### config.mk
export PLATFORM = sky130hd
export DESIGN_NAME = led_source_scheduler
export DESIGN_NICKNAME = d
export VERILOG_FILES = /design/src/rtl/led_source_scheduler.sv
export SDC_FILE = /design/constraint.sdc
export NUM_CORES = 1
export LEC_CHECK = 0
export CAP_MARGIN = 20
export CORE_MARGIN = 2
export CORE_UTILIZATION = 45
export DETAILED_ROUTE_END_ITERATION = 16
export DONT_BUFFER_PORTS = 1
export PLACE_DENSITY = 0.71
export SETUP_SLACK_MARGIN = 0.05
export SLEW_MARGIN = 20
export SYNTH_ARGS = -nofsm -noshare
export SYNTH_HDL_FRONTEND = slang
export SYNTH_SLANG_ARGS = --single-unit
### constraint.sdc
create_clock -name CLK -period 6 [get_ports CLK]
set_clock_uncertainty 0.1 [all_clocks]
set_input_delay 0.6 -clock CLK [delete_from_list [all_inputs] [get_ports CLK]]
set_output_delay 0.6 -clock CLK [all_outputs]
set_load 0.005 [all_outputs]
### src/rtl/led_source_scheduler.sv
// Shares one 32-bit seven-segment display between four requesters. Writes into
// per-source shadow registers go through a round-robin arbiter. A show/lockout FSM picks the displayed source.
module led_source_scheduler #(
    parameter int unsigned DWELL = 50000000,
    parameter int unsigned LOCK  = 1000
) (
    input  logic        CLK,
    input  logic        RST_N,
    input  logic [3:0]  req,
    input  logic [31:0] data0,
    input  logic [31:0] data1,
    input  logic [31:0] data2,
    input  logic [31:0] data3,
    input  logic        btn_next,
    input  logic        auto_en,
    input  logic        freeze,
    output logic [3:0]  grant,
    output logic [31:0] LedData,
    output logic [1:0]  src_id,
    output logic [3:0]  dirty
);

    localparam int DW_W = $clog2(DWELL + 1);
    localparam int LK_W = $clog2(LOCK + 1);
    localparam logic [DW_W-1:0] DWELL_LAST = DW_W'(DWELL - 1);
    localparam logic [LK_W-1:0] LOCK_LAST  = LK_W'(LOCK - 1);

    typedef enum logic {S_SHOW, S_LOCK} state_t;

    state_t            state_q, state_d;
    logic [31:0]       shadow_q [4];
    logic [31:0]       shadow_d [4];
    logic [31:0]       data_in  [4];
    logic [3:0]        grant_q, grant_d;
    logic [1:0]        rr_ptr_q, rr_ptr_d;
    logic [31:0]       led_data_q, led_data_d;
    logic [1:0]        src_id_q, src_id_d;
    logic [3:0]        dirty_q, dirty_d;
    logic [DW_W-1:0]   dwell_cnt_q, dwell_cnt_d;
    logic [LK_W-1:0]   lock_cnt_q, lock_cnt_d;

    logic [3:0]        eligible;
    logic              win_valid;
    logic [1:0]        win_idx;
    logic [1:0]        cand;

    always_comb begin
        data_in[0] = data0;
        data_in[1] = data1;
        data_in[2] = data2;
        data_in[3] = data3;
    end

    // Round-robin pick; the requester granted last cycle sits out one cycle
    // so a held req cannot monopolise the write port.
    always_comb begin
        eligible  = req & ~grant_q;
        win_valid = 1'b0;
        win_idx   = rr_ptr_q;
        cand      = '0;
        for (int j = 0; j < 4; j++) begin
            cand = rr_ptr_q + 2'(j);
            if (!win_valid && eligible[cand]) begin
                win_valid = 1'b1;
                win_idx   = cand;
            end
        end
    end

    always_comb begin
        grant_d  = 4'b0000;
        rr_ptr_d = rr_ptr_q;
        for (int i = 0; i < 4; i++) begin
            shadow_d[i] = shadow_q[i];
        end
        if (win_valid) begin
            grant_d           = 4'b0001 << win_idx;
            shadow_d[win_idx] = data_in[win_idx];
            rr_ptr_d          = win_idx + 2'd1;
        end
    end

    always_comb begin
        led_data_d = freeze ? led_data_q : shadow_q[src_id_q];
        dirty_d    = dirty_q;
        for (int i = 0; i < 4; i++) begin
            if ((src_id_q == 2'(i)) && !freeze) begin
                dirty_d[i] = 1'b0;
            end else if (win_valid && (win_idx == 2'(i))) begin
                dirty_d[i] = 1'b1;
            end
        end
    end

    // Source selection: dwell in S_SHOW, then a lockout that swallows
    // button bounce after every switch.
    always_comb begin
        state_d     = state_q;
        src_id_d    = src_id_q;
        dwell_cnt_d = dwell_cnt_q;
        lock_cnt_d  = lock_cnt_q;
        case (state_q)
            S_SHOW: begin
                dwell_cnt_d = auto_en ? dwell_cnt_q + 1'b1 : '0;
                if (btn_next || (auto_en && (dwell_cnt_q == DWELL_LAST))) begin
                    src_id_d    = src_id_q + 2'd1;
                    dwell_cnt_d = '0;
                    lock_cnt_d  = '0;
                    state_d     = S_LOCK;
                end
            end
            S_LOCK: begin
                dwell_cnt_d = '0;
                lock_cnt_d  = lock_cnt_q + 1'b1;
                if (lock_cnt_q == LOCK_LAST) begin
                    lock_cnt_d = '0;
                    state_d    = S_SHOW;
                end
            end
            default: state_d = S_SHOW;
        endcase
    end

    always_ff @(posedge CLK or negedge RST_N) begin
        if (!RST_N) begin
            state_q     <= S_SHOW;
            grant_q     <= '0;
            rr_ptr_q    <= '0;
            led_data_q  <= '0;
            src_id_q    <= '0;
            dirty_q     <= '0;
            dwell_cnt_q <= '0;
            lock_cnt_q  <= '0;
            for (int i = 0; i < 4; i++) begin
                shadow_q[i] <= '0;
            end
        end else begin
            state_q     <= state_d;
            grant_q     <= grant_d;
            rr_ptr_q    <= rr_ptr_d;
            led_data_q  <= led_data_d;
            src_id_q    <= src_id_d;
            dirty_q     <= dirty_d;
            dwell_cnt_q <= dwell_cnt_d;
            lock_cnt_q  <= lock_cnt_d;
            for (int i = 0; i < 4; i++) begin
                shadow_q[i] <= shadow_d[i];
            end
        end
    end

    assign grant   = grant_q;
    assign LedData = led_data_q;
    assign src_id  = src_id_q;
    assign dirty   = dirty_q;

endmodule
==> reports/metrics.cfg <==
[global_route]
grt.total_usage = 0.194
grt_pass1_wl_um = 32900
grt_max_degree = 210
grt_pass1_vias = 6025
grt-ovfl-total = 0
antenna_found_initial = 15

[floorplanning]
num_rows = 52
die_h_um = 147
dieArea_um2 = 21600
ios = 179
initial_core_util = 0.456
die-width_um = 147
core_area_um2 = 20200

[logic_synthesis]
syn_nets = 849
synthArstFlopShare = 1.00
synth_seq_area_share = 0.569
synth.avg_cell_area_um2 = 13.0
ys_types = 47
yosys-top-cells-area = dfrtp_1, mux2_2, mux4_2
synth-main-ff-cell = dfrtp_1
synth-edff-count = 0
ys_seq_elements = 209
synthCells = 706
ys_warn_count = 0
synth_common_cells = dfrtp_1, mux2_2, nand2_1
yosys.area.top_type = dfrtp_1
synth.top_cell.area_share = 0.569
post-synth-top-count-cell = dfrtp_1
synth_area_um2 = 9190

[placement]
place_ws_ns = 3.13
dpl_cell_area_um2 = 9420
io_buffers = 0
gp_congestion = 0.850
place_inst = 945
hpwlAfterDp_um = 14000

[worst_setup_path]
cp_slowest_cell = a211oi_4
worst_setup_path_end_kind = register
cp_top_family = compound AO/OA/AOI/OAI gates
crit_chain = nand2b_1 -> nand2_1 -> a211oi_4 -> buf_4 -> mux2_2
cpPeakStageDelay_ns = 0.66
worstPathMaxFanout = 23
path_class = reg2reg
cp.required_ns = 6.29
cp.buffers_inverters = 1
critPathLaunchType = register
cp.arrival_ns = 2.99

[route]
dr.pass1.iters = 5
drtIter0Drc = 251
via_per_inst = 5.56
drc = 0
vias = 5552
detail_route.wl_per_cell_um = 21.1
drt.antenna.violating_nets = 0
routed_wl_um = 21100

[timing]
tightest_slew_ns = 1.09
fin_ws_ns = 3.30
maxSlewHeadroom = 0.271
period_minus_slack_ns = 2.70
rsz0062_at_grt = no
hold_viol = 0
fmax_mhz = 370
maxSlewViolCount = 0
fin_crit_sh = 0.451
fin_setup_tns_ns = 0
final-setup-viol-count = 0

[power]
p_leak_nw = 4.34
p_per_area_nw_per_um2 = 490
ir_drop_v = 0.000222

[run_status]
status = complete, no violations

[cells_and_area]
area_delta_synth_final_pct = 12.4
final_cell_area_um2 = 10300
post-route-util = 0.512
final_cells = 998
drive_gt1_frac = 0.314
fin_nets = 845

[clocking]
h-tree-depth = 1
cts_tree = built
cts_buffers = 24
cts_resized = 0
clock-root-buffer = clkbuf_16
clock_latency_ns = 0.50
hold_buffers = 1
cts_buffer_depth = 3
clk_pin_slew_ns = 0.06
clkSinkCount = 209
postCtsSetupBuffers = 0

[hold_path]
hold_class = in2async

[flow_run]
cap_viol_max_count = 0

[sequential cells by signal, summed over array words and instances (netlist names)]
name         cells
LedData         32
grant            4
state_q          1
dwell_cnt_q     26
dirty            4
lock_cnt_q      10
shadow_q       128
rr_ptr_q         2
src_id           2
[cells by family (layout without fill, tap and decap cells)]
group,count (synthesis),in the layout,share of synthesized area
flops,209,209,0.569
buf+inv,43,56,0.0216
mux,161,161,0.236
xor+xnor,25,25,0.0238
compound gates,42,42,0.0290
fa+ha+maj,6,6,0.00817
other cells,0,9,0
simple gates,220,220,0.112
[where the power goes]
group	leakage (nW)	internal (mW)	switching, mW
Clock	0.426	0.972	0.568
Combinational	1.37	0.737	0.469
Sequential	2.54	1.97	0.348
Total	4.34	3.68	1.39
[stage by stage]
stage          hold slack [ns]  total power [mW]
6_report                0.0115              5.07
5_1_grt                 0.0983              5.33
4_1_cts                 0.0855              5.11
3_5_place_dp             0.213              3.53
3_3_place_gp             0.212              3.43
2_1_floorplan            0.204              3.22
[cells in the final DEF, fill, tap and decap left out, drive strengths merged]
cell type and n:
o22ai 1, buf 6, ha 6, diode 9, clkinv 6, nand2b 5
nand4b 2, a2bb2oi 3, a21boi 1, nor2b 6, clkbuf 33, xor2 16
xnor2 9, or2 1, nor4 4, a211oi 1, a21o 1, nor3 5
nand4 9, dfrtp 209, mux4 32, and3 5, nor4b 1, a21oi 15
clkinvlp 1, nor2 38, mux2 129, and4 1, nand2 123, o31ai 2
nand3 13, inv 7, or4 3, or4b 1, a22o 3, a31oi 3
o21ai 12, bufinv 3, nand3b 3
[worst paths after layout]
check	slack (ns)	start	depth (start not counted)	endpoint
setup / recovery	3.30	grant[3]	5	shadow_q[84]
hold / removal	0.01	RST_N	1	dirty[2]
setup reg to reg	3.30	grant[3]	5	shadow_q[84]
hold reg to reg	0.38	dwell_cnt_q[0]	1	dwell_cnt_q[0]
max in group asynchronous	4.90	RST_N	1	shadow_q[5]
min in group CLK	0.11	auto_en	2	dwell_cnt_q[24]
[layer usage]
metal	global-route usage	vias to the layer above	part of all wire
met3	0.0655	50	0.078
li1	-	2481	-
met1	0.233	2839	0.39
met2	0.335	170	0.50
met5	0	-	0.0041
met4	0.0553	12	0.021
[final cells by class]
class	instances	area [µm²]
fill	1698	9840
clock inverter	10	131
clock buffer	33	726
antenna	9	22.5
sequential	209	5230
multi-input combinational	454	3790
tap	270	338
inverter	7	26.3
timing repair buffer	6	65.1
Power figures use the tool's default switching activity.
